--- src/rtl/vec_mult_pkg.sv ---
// Shared types and default sizing for the vector MAC sequencer.
package vec_mult_pkg;

    localparam int VEC_LEN_DEF  = 64;
    localparam int PIPE_LAT_DEF = 2;
    localparam int IDX_W_DEF    = $clog2(VEC_LEN_DEF);

    typedef enum logic [2:0] {
        ST_IDLE   = 3'd0,
        ST_CLEAR  = 3'd1,
        ST_RUN    = 3'd2,
        ST_DRAIN  = 3'd3,
        ST_RESULT = 3'd4
    } state_t;

endpackage

--- src/rtl/vec_mult_seq_ctrl_valid_delay_line.sv ---
// DEPTH-stage shift register carrying {valid, last} from operand read to
// accumulator input. Flush empties every stage in one cycle.
module valid_delay_line
    import vec_mult_pkg::*;
#(
    parameter int DEPTH = PIPE_LAT_DEF
) (
    input  logic clk,
    input  logic rstn,
    input  logic i_flush,
    input  logic i_vld,
    input  logic i_last,
    output logic o_vld,
    output logic o_last,
    output logic o_empty
);

    logic [DEPTH-1:0] r_vld;
    logic [DEPTH-1:0] r_last;
    logic             w_ahead;

    // Shift one stage per cycle; reset and flush clear the whole line.
    always_ff @(posedge clk) begin
        if (!rstn || i_flush) begin
            r_vld  <= '0;
            r_last <= '0;
        end else begin
            r_vld[0]  <= i_vld;
            r_last[0] <= i_vld & i_last;
            for (int i = 1; i < DEPTH; i++) begin
                r_vld[i]  <= r_vld[i-1];
                r_last[i] <= r_last[i-1];
            end
        end
    end

    // Valid bits that will still be in the line after this edge: the input
    // plus every stage except the output one.
    always_comb begin
        w_ahead = i_vld;
        for (int i = 0; i < DEPTH - 1; i++) begin
            w_ahead = w_ahead | r_vld[i];
        end
    end

    // o_empty looks one edge ahead so the consumer can leave drain exactly
    // as the final element leaves the line.
    assign o_empty = ~w_ahead;
    assign o_vld   = r_vld[DEPTH-1];
    assign o_last  = r_last[DEPTH-1];

endmodule

--- src/rtl/vec_mult_seq_ctrl.sv ---
// Dot-product sequencer: clears the accumulator, walks the operand index,
// issues pipeline-aligned MAC enables and hands the result to the consumer.
//
// state     | meaning
// ----------+----------------------------------------------------------
// ST_IDLE   | waiting for start handshake
// ST_CLEAR  | one-cycle accumulator clear, index reset
// ST_RUN    | issuing operand reads, one per non-stalled cycle
// ST_DRAIN  | waiting for the multiplier pipeline to empty
// ST_RESULT | result valid, waiting for consumer handshake
module vec_mult_seq_ctrl
    import vec_mult_pkg::*;
#(
    parameter int VEC_LEN  = VEC_LEN_DEF,
    parameter int IDX_W    = $clog2(VEC_LEN),
    parameter int PIPE_LAT = PIPE_LAT_DEF
) (
    input  logic             clk,
    input  logic             rstn,
    input  logic             start_valid,
    output logic             start_ready,
    input  logic             abort,
    input  logic             stall,
    output logic             rd_en,
    output logic [IDX_W-1:0] rd_addr,
    output logic             acc_clr,
    output logic             mac_en,
    output logic             mac_last,
    output logic             res_valid,
    input  logic             res_ready,
    output logic             busy
);

    localparam logic [IDX_W-1:0] LP_LAST_IDX = IDX_W'(VEC_LEN - 1);

    state_t           r_state;
    logic [IDX_W-1:0] r_index;
    logic             r_acc_clr;
    logic             r_res_valid;
    logic             r_busy;

    logic             w_rd_en;
    logic             w_is_last;
    logic             w_line_empty;

    assign w_rd_en   = (r_state == ST_RUN) & ~stall;
    assign w_is_last = (r_index == LP_LAST_IDX);

    // Control FSM with registered status outputs; abort acts like a soft reset.
    always_ff @(posedge clk) begin
        if (!rstn || abort) begin
            r_state     <= ST_IDLE;
            r_index     <= '0;
            r_acc_clr   <= 1'b0;
            r_res_valid <= 1'b0;
            r_busy      <= 1'b0;
        end else begin
            case (r_state)
                ST_IDLE: begin
                    if (start_valid) begin
                        r_state   <= ST_CLEAR;
                        r_index   <= '0;
                        r_acc_clr <= 1'b1;
                        r_busy    <= 1'b1;
                    end
                end
                ST_CLEAR: begin
                    r_state   <= ST_RUN;
                    r_index   <= '0;
                    r_acc_clr <= 1'b0;
                end
                ST_RUN: begin
                    if (!stall) begin
                        if (w_is_last) begin
                            r_index <= '0;
                            r_state <= ST_DRAIN;
                        end else begin
                            r_index <= r_index + 1'b1;
                        end
                    end
                end
                ST_DRAIN: begin
                    if (w_line_empty) begin
                        r_state     <= ST_RESULT;
                        r_res_valid <= 1'b1;
                    end
                end
                ST_RESULT: begin
                    if (res_ready) begin
                        r_state     <= ST_IDLE;
                        r_res_valid <= 1'b0;
                        r_busy      <= 1'b0;
                    end
                end
                default: begin
                    r_state     <= ST_IDLE;
                    r_index     <= '0;
                    r_acc_clr   <= 1'b0;
                    r_res_valid <= 1'b0;
                    r_busy      <= 1'b0;
                end
            endcase
        end
    end

    // Read strobe and its last-element tag ride the delay line to the accumulator.
    valid_delay_line #(
        .DEPTH (PIPE_LAT)
    ) u_delay (
        .clk     (clk),
        .rstn    (rstn),
        .i_flush (abort),
        .i_vld   (w_rd_en),
        .i_last  (w_is_last),
        .o_vld   (mac_en),
        .o_last  (mac_last),
        .o_empty (w_line_empty)
    );

    assign start_ready = (r_state == ST_IDLE) & ~abort;
    assign rd_en       = w_rd_en;
    assign rd_addr     = r_index;
    assign acc_clr     = r_acc_clr;
    assign res_valid   = r_res_valid;
    assign busy        = r_busy;

endmodule

--- config.mk ---
export PLATFORM = sky130hd
export DESIGN_NAME = vec_mult_seq_ctrl
export DESIGN_NICKNAME = d
export VERILOG_FILES = /design/src/rtl/vec_mult_pkg.sv /design/src/rtl/vec_mult_seq_ctrl_valid_delay_line.sv /design/src/rtl/vec_mult_seq_ctrl.sv
export SDC_FILE = /design/constraint.sdc
export NUM_CORES = 1
export LEC_CHECK = 0
export ABC_AREA = 1
export CORE_MARGIN = 5
export CORE_UTILIZATION = 51
export DETAILED_ROUTE_END_ITERATION = 16
export GPL_TIMING_DRIVEN = 0
export PLACE_DENSITY = 0.91
export SLEW_MARGIN = 20
export SYNTH_ARGS = -nofsm -noshare
export SYNTH_HDL_FRONTEND = slang
export SYNTH_HIERARCHICAL = 1
export SYNTH_SLANG_ARGS = --single-unit
--- constraint.sdc ---
create_clock -name clk -period 2.8 [get_ports clk]
set_clock_uncertainty 0.15 [all_clocks]
set_input_delay 0.56 -clock clk [delete_from_list [all_inputs] [get_ports clk]]
set_output_delay 0.56 -clock clk [all_outputs]
set_load 0.02 [all_outputs]
==> flow_metrics.py <==
metrics = {
    "cts": {
        "hold_buffers": 0,
        "clk_pin_slew_ns": 0.10,
        "cts_tree": "built",
        "clock-sinks": 16,
        "worstSkewPairLatency_ns": 0.29,
        "h-tree-depth": 1,
        "ctsResizeCount": 0,
        "cts_max_path_buffers": 2,
        "numCtsBuffers": 3,
        "post_cts_buffers": 0,
        "root_buffer": "clkbuf_4",
    },
    "sta": {
        "timing.final.crit_share_pct": 94.4,
        "final_hold_viol_count": 0,
        "period_needed_ns": 2.64,
        "tns_ns": 0,
        "fmax_mhz": 378,
        "slew_headroom_pct": 74.9,
        "worstMarginPinSlew_ns": 0.375,
        "grt_setup_unrepaired": "no",
        "final-setup-viol-count": 0,
        "drv_slew": 0,
    },
    "power": {
        "p_total_mw": 0.462,
        "power.leakage_nw": 0.462,
        "irDropWorstVdd_v": 0.000271,
        "p_per_area_nw_per_um2": 438,
    },
    "detailed_routing": {
        "drtAntennaViolNets": 0,
        "drt-pass1-iter-count": 4,
        "drt_iter0_markers": 39,
        "finalWirelength_mm": 1.94,
        "vias": 839,
        "avgViaCountPerCell": 5.24,
        "drc": 0,
        "wire_per_inst_um": 12.1,
    },
    "synth": {
        "ys_types": 18,
        "ys_seq_elements": 16,
        "yosysMostFrequentCell": "nand2_1",
        "avgSynthCellArea_um2": 6.71,
        "synth_cells": 122,
        "synth_top_family_by_area": "simple AND/OR/NAND/NOR gates",
        "synth-simple-area-share_pct": 41.3,
        "yosys.area.top_type_share_pct": 39.1,
        "synth-edff-count": 0,
        "async_reset_ff_share_pct": 0,
        "synth_compound_area_share_pct": 7.95,
        "synth_fa_ha_area_share_pct": 1.53,
        "yosys_most_used_dff": "dfxtp_1",
        "yosysTopAreaCell": "dfxtp_1",
        "seq_area_frac_synth_pct": 39.1,
        "synthMuxAreaShare_pct": 0,
        "synth_commonest_cells": "nand2_1, nor2_1, inv_1, dfxtp_1, nand3_1",
        "synth_xor_area_share_pct": 0,
        "synthTopCellsByArea": "dfxtp_1, nand2_1, nor2_1, inv_1, nand3_1",
        "syn_area_um2": 818,
        "synth_warnings": 6,
        "synth_nets": 129,
    },
    "die": {
        "rows": 14,
        "ios": 19,
        "initial_core_util_pct": 54.3,
        "die_h_um": 50.1,
        "die_w_um": 50.1,
        "dieArea_um2": 2510,
        "core_area_um2": 1510,
    },
    "setup_path": {
        "path_class": "flop to output pin",
        "r2r_cells": 11,
        "cp-end-kind": "output pin",
        "reg2reg_slack_ns": 0.90,
        "rr_endpoint": "r_state[1]$_SDFFE_PP0P_",
        "startpoint_type": "flop",
        "arrival_ns": 1.93,
        "timing.rr.start": "r_state[2]$_SDFFE_PP0P_",
        "crit_fanout": 7,
        "worstPathRequired_ns": 2.09,
    },
    "grt": {
        "track_usage_pct": 16.5,
        "grt_pass1_wl_mm": 3.31,
        "grt_max_degree": 10,
        "antenna_found_initial": 0,
        "grt_pass1_vias": 748,
        "gr-total-overflow": 0,
    },
    "cells_and_area": {
        "fin_util_pct": 70.0,
        "drive_above_1_share_pct": 12.5,
        "final_nets": 152,
        "diodes": 0,
        "multi_input_area_um2": 415,
        "fin_area_um2": 1050,
        "fin_cells": 160,
        "fillers": 117,
        "seqCellArea_um2": 320,
        "area_growth_pct": 28.9,
    },
    "run": {
        "drv_cap": 0,
    },
    "placed_design": {
        "placed_cell_area_um2": 1020,
        "hpwlAfterDp_mm": 1.40,
        "dp_cells": 156,
        "place.gp.congestion": 0.827,
        "io_buffers": 18,
    },
    "hold_path": {
        "worstHoldStart": "u_delay/r_last[0]$_SDFF_PP0_",
        "hold_path_depth": 2,
        "min_path_type": "flop to flop",
        "whs_endpoint": "u_delay/r_last[1]$_SDFF_PP0_",
    },
    "outcome": {
        "status": "finished, final reports clean",
    },
}
[report_power, final]
part | leakage, nW | total, mW | switching (mW) | internal (mW)
sequential | 0.129 | 0.236 | 0.00449 | 0.231
clock | 0.0210 | 0.156 | 0.0770 | 0.0793
combinational | 0.311 | 0.0697 | 0.0423 | 0.0274
[layout make-up]
cell class                      instances  share of cell area, %
Multi-Input combinational cell         84                   39.4
Sequential cell                        16                   30.4
Timing Repair Buffer                   18                   17.1
Inverter                               22                   7.83
Clock buffer                            4                   3.44
Tap cell                               16                   1.90
[layout by cell type (no fill, tap or decap)]
cell type	instances
inv_2	5
clkdlybuf4s50_1	18
clkbuf_8	1
nor2_8	1
ha_1	1
nand2_4	1
clkbuf_4	3
nor2_2	1
dfxtp_1	16
a21oi_1	9
nand4_1	1
nand3_2	3
o21ai_1	3
nor3_1	3
nand2_1	27
inv_1	17
o21ai_0	1
nand2_2	3
nand3_1	11
nor4_1	1
nor2_1	18
[how the worst max path moves through the flow]
stage | depth (start not counted) | slack (ns) | startpoint | end
floorplan | 1 | 0.90 | abort | start_ready
global placement | 3 | 0.21 | stall | rd_en
detailed placement | 3 | 0.20 | stall | rd_en
CTS | 4 | 0.18 | r_state[2]$_SDFFE_PP0P_ | rd_en
global route | 4 | 0.001 | r_state[0]$_SDFFE_PP0P_ | rd_en
finish | 4 | 0.16 | r_state[2]$_SDFFE_PP0P_ | rd_en
[kinds of logic (layout without fill, tap and decap cells)]
kind of cell | after synthesis | count (layout)
buffers and inverters | 22 | 44
adders and majority gates | 1 | 1
DFF | 16 | 16
AOI/OAI and AO/OA | 13 | 13
and+or+nand+nor | 70 | 70
[routing by layer]
| layer | wire length, um | share of wire, % | up-vias | global-route usage, % |
|---|---|---|---|---|
| li1 | - | - | 429 | - |
| met1 | 828 | 43 | 380 | 20.9 |
| met2 | 966 | 50 | 26 | 28.0 |
| met3 | 121 | 6.2 | 4 | 2.71 |
| met4 | 23 | 1.2 | 0 | 5.24 |
| met5 | 0 | 0 | - | 0 |
[registers in the layout, indices dropped and copies added, names as in the netlist]
name / cells
u_delay/r_last: 2
u_delay/r_vld: 2
res_valid: 1
acc_clr: 1
r_state: 3
rd_addr: 6
busy: 1
[critical path, cell delays in order, from the launching register on]
cell and delay [ns]:
dfxtp_1 0.39, nor2_1 0.20, nand2_1 0.16, nor2_1 0.24, clkdlybuf4s50_1 0.65
[stage by stage]
step	hold WS [ns]	setup slack (ns)
floorplan	0.244	0.903
global placement	0.248	0.210
detailed placement	0.260	0.202
CTS	0.275	0.178
global route	0.286	0.000953
finish	0.269	0.155
No activity file was read; power rests on OpenSTA's default activity.
==> RTL change (config.mk and constraints unchanged) <==
Encoding of `state_t`: now Gray code (3 bits for 5 states).
--- a/src/rtl/vec_mult_pkg.sv
+++ b/src/rtl/vec_mult_pkg.sv
@@ -7,9 +7,9 @@
 
     typedef enum logic [2:0] {
-        ST_IDLE   = 3'd0,
-        ST_CLEAR  = 3'd1,
-        ST_RUN    = 3'd2,
-        ST_DRAIN  = 3'd3,
-        ST_RESULT = 3'd4
+        ST_IDLE   = 3'b000,
+        ST_CLEAR  = 3'b001,
+        ST_RUN    = 3'b011,
+        ST_DRAIN  = 3'b010,
+        ST_RESULT = 3'b110
     } state_t;
 
Function: no difference found for any inputs over 10 cycles, from zero or initial values; not proved beyond that.
==> RTL change against the unedited design <==
Synthesized cell count is 5.7% lower. Routed wire length is 9.2% lower. Sequential cell count stayed put. Clock power is 4% lower. Synthesized area is 3.5% lower. Worst setup slack better by 31 ps. Total power is 4.3% lower. Design area is 2.7% lower.
==> RTL change: results (changes against the unedited design) <==
- Synth top area cells: dfxtp_1 41%, nand2_1 10%, inv_1 8.6% (was dfxtp_1 39%, nand2_1 12%, nor2_1 8.3%)
- First-pass GRT wire length: 2910 um (was 3310 um)
- Worst IR drop on VDD: 0.000325 V (was 0.000271 V)
- Slew margin rel.: 78.2% (was 74.9%)
- Hpwl dp: 1340 um (was 1400 um)
- Library cells used by synthesis: 17 (was 18)
- Slowest-stage cell, CP: clkdlybuf4s50_1 (unchanged)
- Register area share after synthesis: 40.6% (was 39.1%)
- Asr flop ratio synth: 0% (unchanged)
- Vias in the first global route: 721 (was 748)
- Dpl ws: 201 ps (was 202 ps)
- Commonest cells in the netlist: 21 x nand2_1, 18 x inv_1, 17 x nor2_1 (was 27 x nand2_1, 18 x nor2_1, 17 x inv_1)
- Share of layout cells above drive strength 1: 8.76% (was 12.5%)
- GRT Resource Usage Total: 14.9% (was 16.5%)
- Reg2Reg Depth: 8 (was 11)
- Initial DRC Count: 23 (was 39)
- Critical Path AT: 1900 ps (was 1930 ps)
- Placer congestion estimate: 0.896 (was 0.827)
- Switching share of total power: 24.4% (was 26.8%)
- IO Port Bufs: 18 (unchanged)
- Logic gate share of total power: 12.7% (was 15.1%)
- Synth Net Count: 122 (was 129)
- Via/cell ratio: 5.25 (was 5.24)
- Outcome: finished, final reports clean (unchanged)
- Leakage: 0.400 nW (was 0.462 nW)
- Drt wl/cell: 11.5 um (was 12.1 um)
- 1st-pass router iterations: 5 (was 4)
- Max reg flops: 6 (unchanged)
- Fin nets: 145 (was 152)
- Slowest Stage Delay on Critical Path: 650 ps (about the same)
- Min-delay worst type: flip-flop to flip-flop (unchanged)
- Worst-Skew Late Latency: 290 ps (about the same)
RTL change: cell count changes after synthesis, sizes merged:
cell,before,now
o21ai,4,6
inv,22,19
nor4,1,0
nand3,14,12
nand2,31,23
a21oi,9,12
nand3b,0,1
o21bai,0,1
RTL change: kinds of logic (layout without fill, tap and decap cells):
logic type | Yosys count | in the layout | share of synthesized area (%)
compound gates | 19 | 19 | 12.4
fa+ha+maj | 1 | 1 | 1.58
buf+inv | 19 | 41 | 9.03
flops | 16 | 16 | 40.6
simple gates | 60 | 60 | 36.5
RTL change: final cells by class:
class                      instances  share of cell area, %
clock buffer                       4                   3.54
tap                               16                   1.95
inverter                          19                   6.95
multi-input combinational         80                   38.8
sequential                        16                   31.2
timing repair buffer              18                   17.6
RTL change: critical path: cells and delay by family, from the launching register on:
family	cells	cell delay, ps
buffers and inverters	1	650
flip-flops	1	520
AND/OR/NAND/NOR	2	450
RTL change: routing by layer:
metal	track usage, %	vias to the layer above	part of all wire (%)
li1	-	413	-
met1	16.8	352	44
met2	25.3	32	46
met3	4.59	7	7.6
met4	6.73	0	1.7
met5	0	-	0
RTL change: per-stage QoR:
step,power (mW),instance area [um2],std cells,utilization [%],hold slack (ps)
final,0.442,1030,153,68.9,264
after global routing,0.465,1030,153,68.9,290
after CTS,0.443,1030,153,68.9,270
after detailed placement,0.297,990,149,66.5,257
after global placement,0.296,990,149,66.5,247
after floorplan,0.274,790,115,-,244
RTL change: path summary, 6_finish.rpt:
kind                                        start           endpoint  slack (ps)
worst max-delay path                   r_state[0]              rd_en         190
worst min-delay path            u_delay/r_last[0]  u_delay/r_last[1]         260
worst max register to register         r_state[0]         r_state[0]        1020
worst min register to register  u_delay/r_last[0]  u_delay/r_last[1]         260
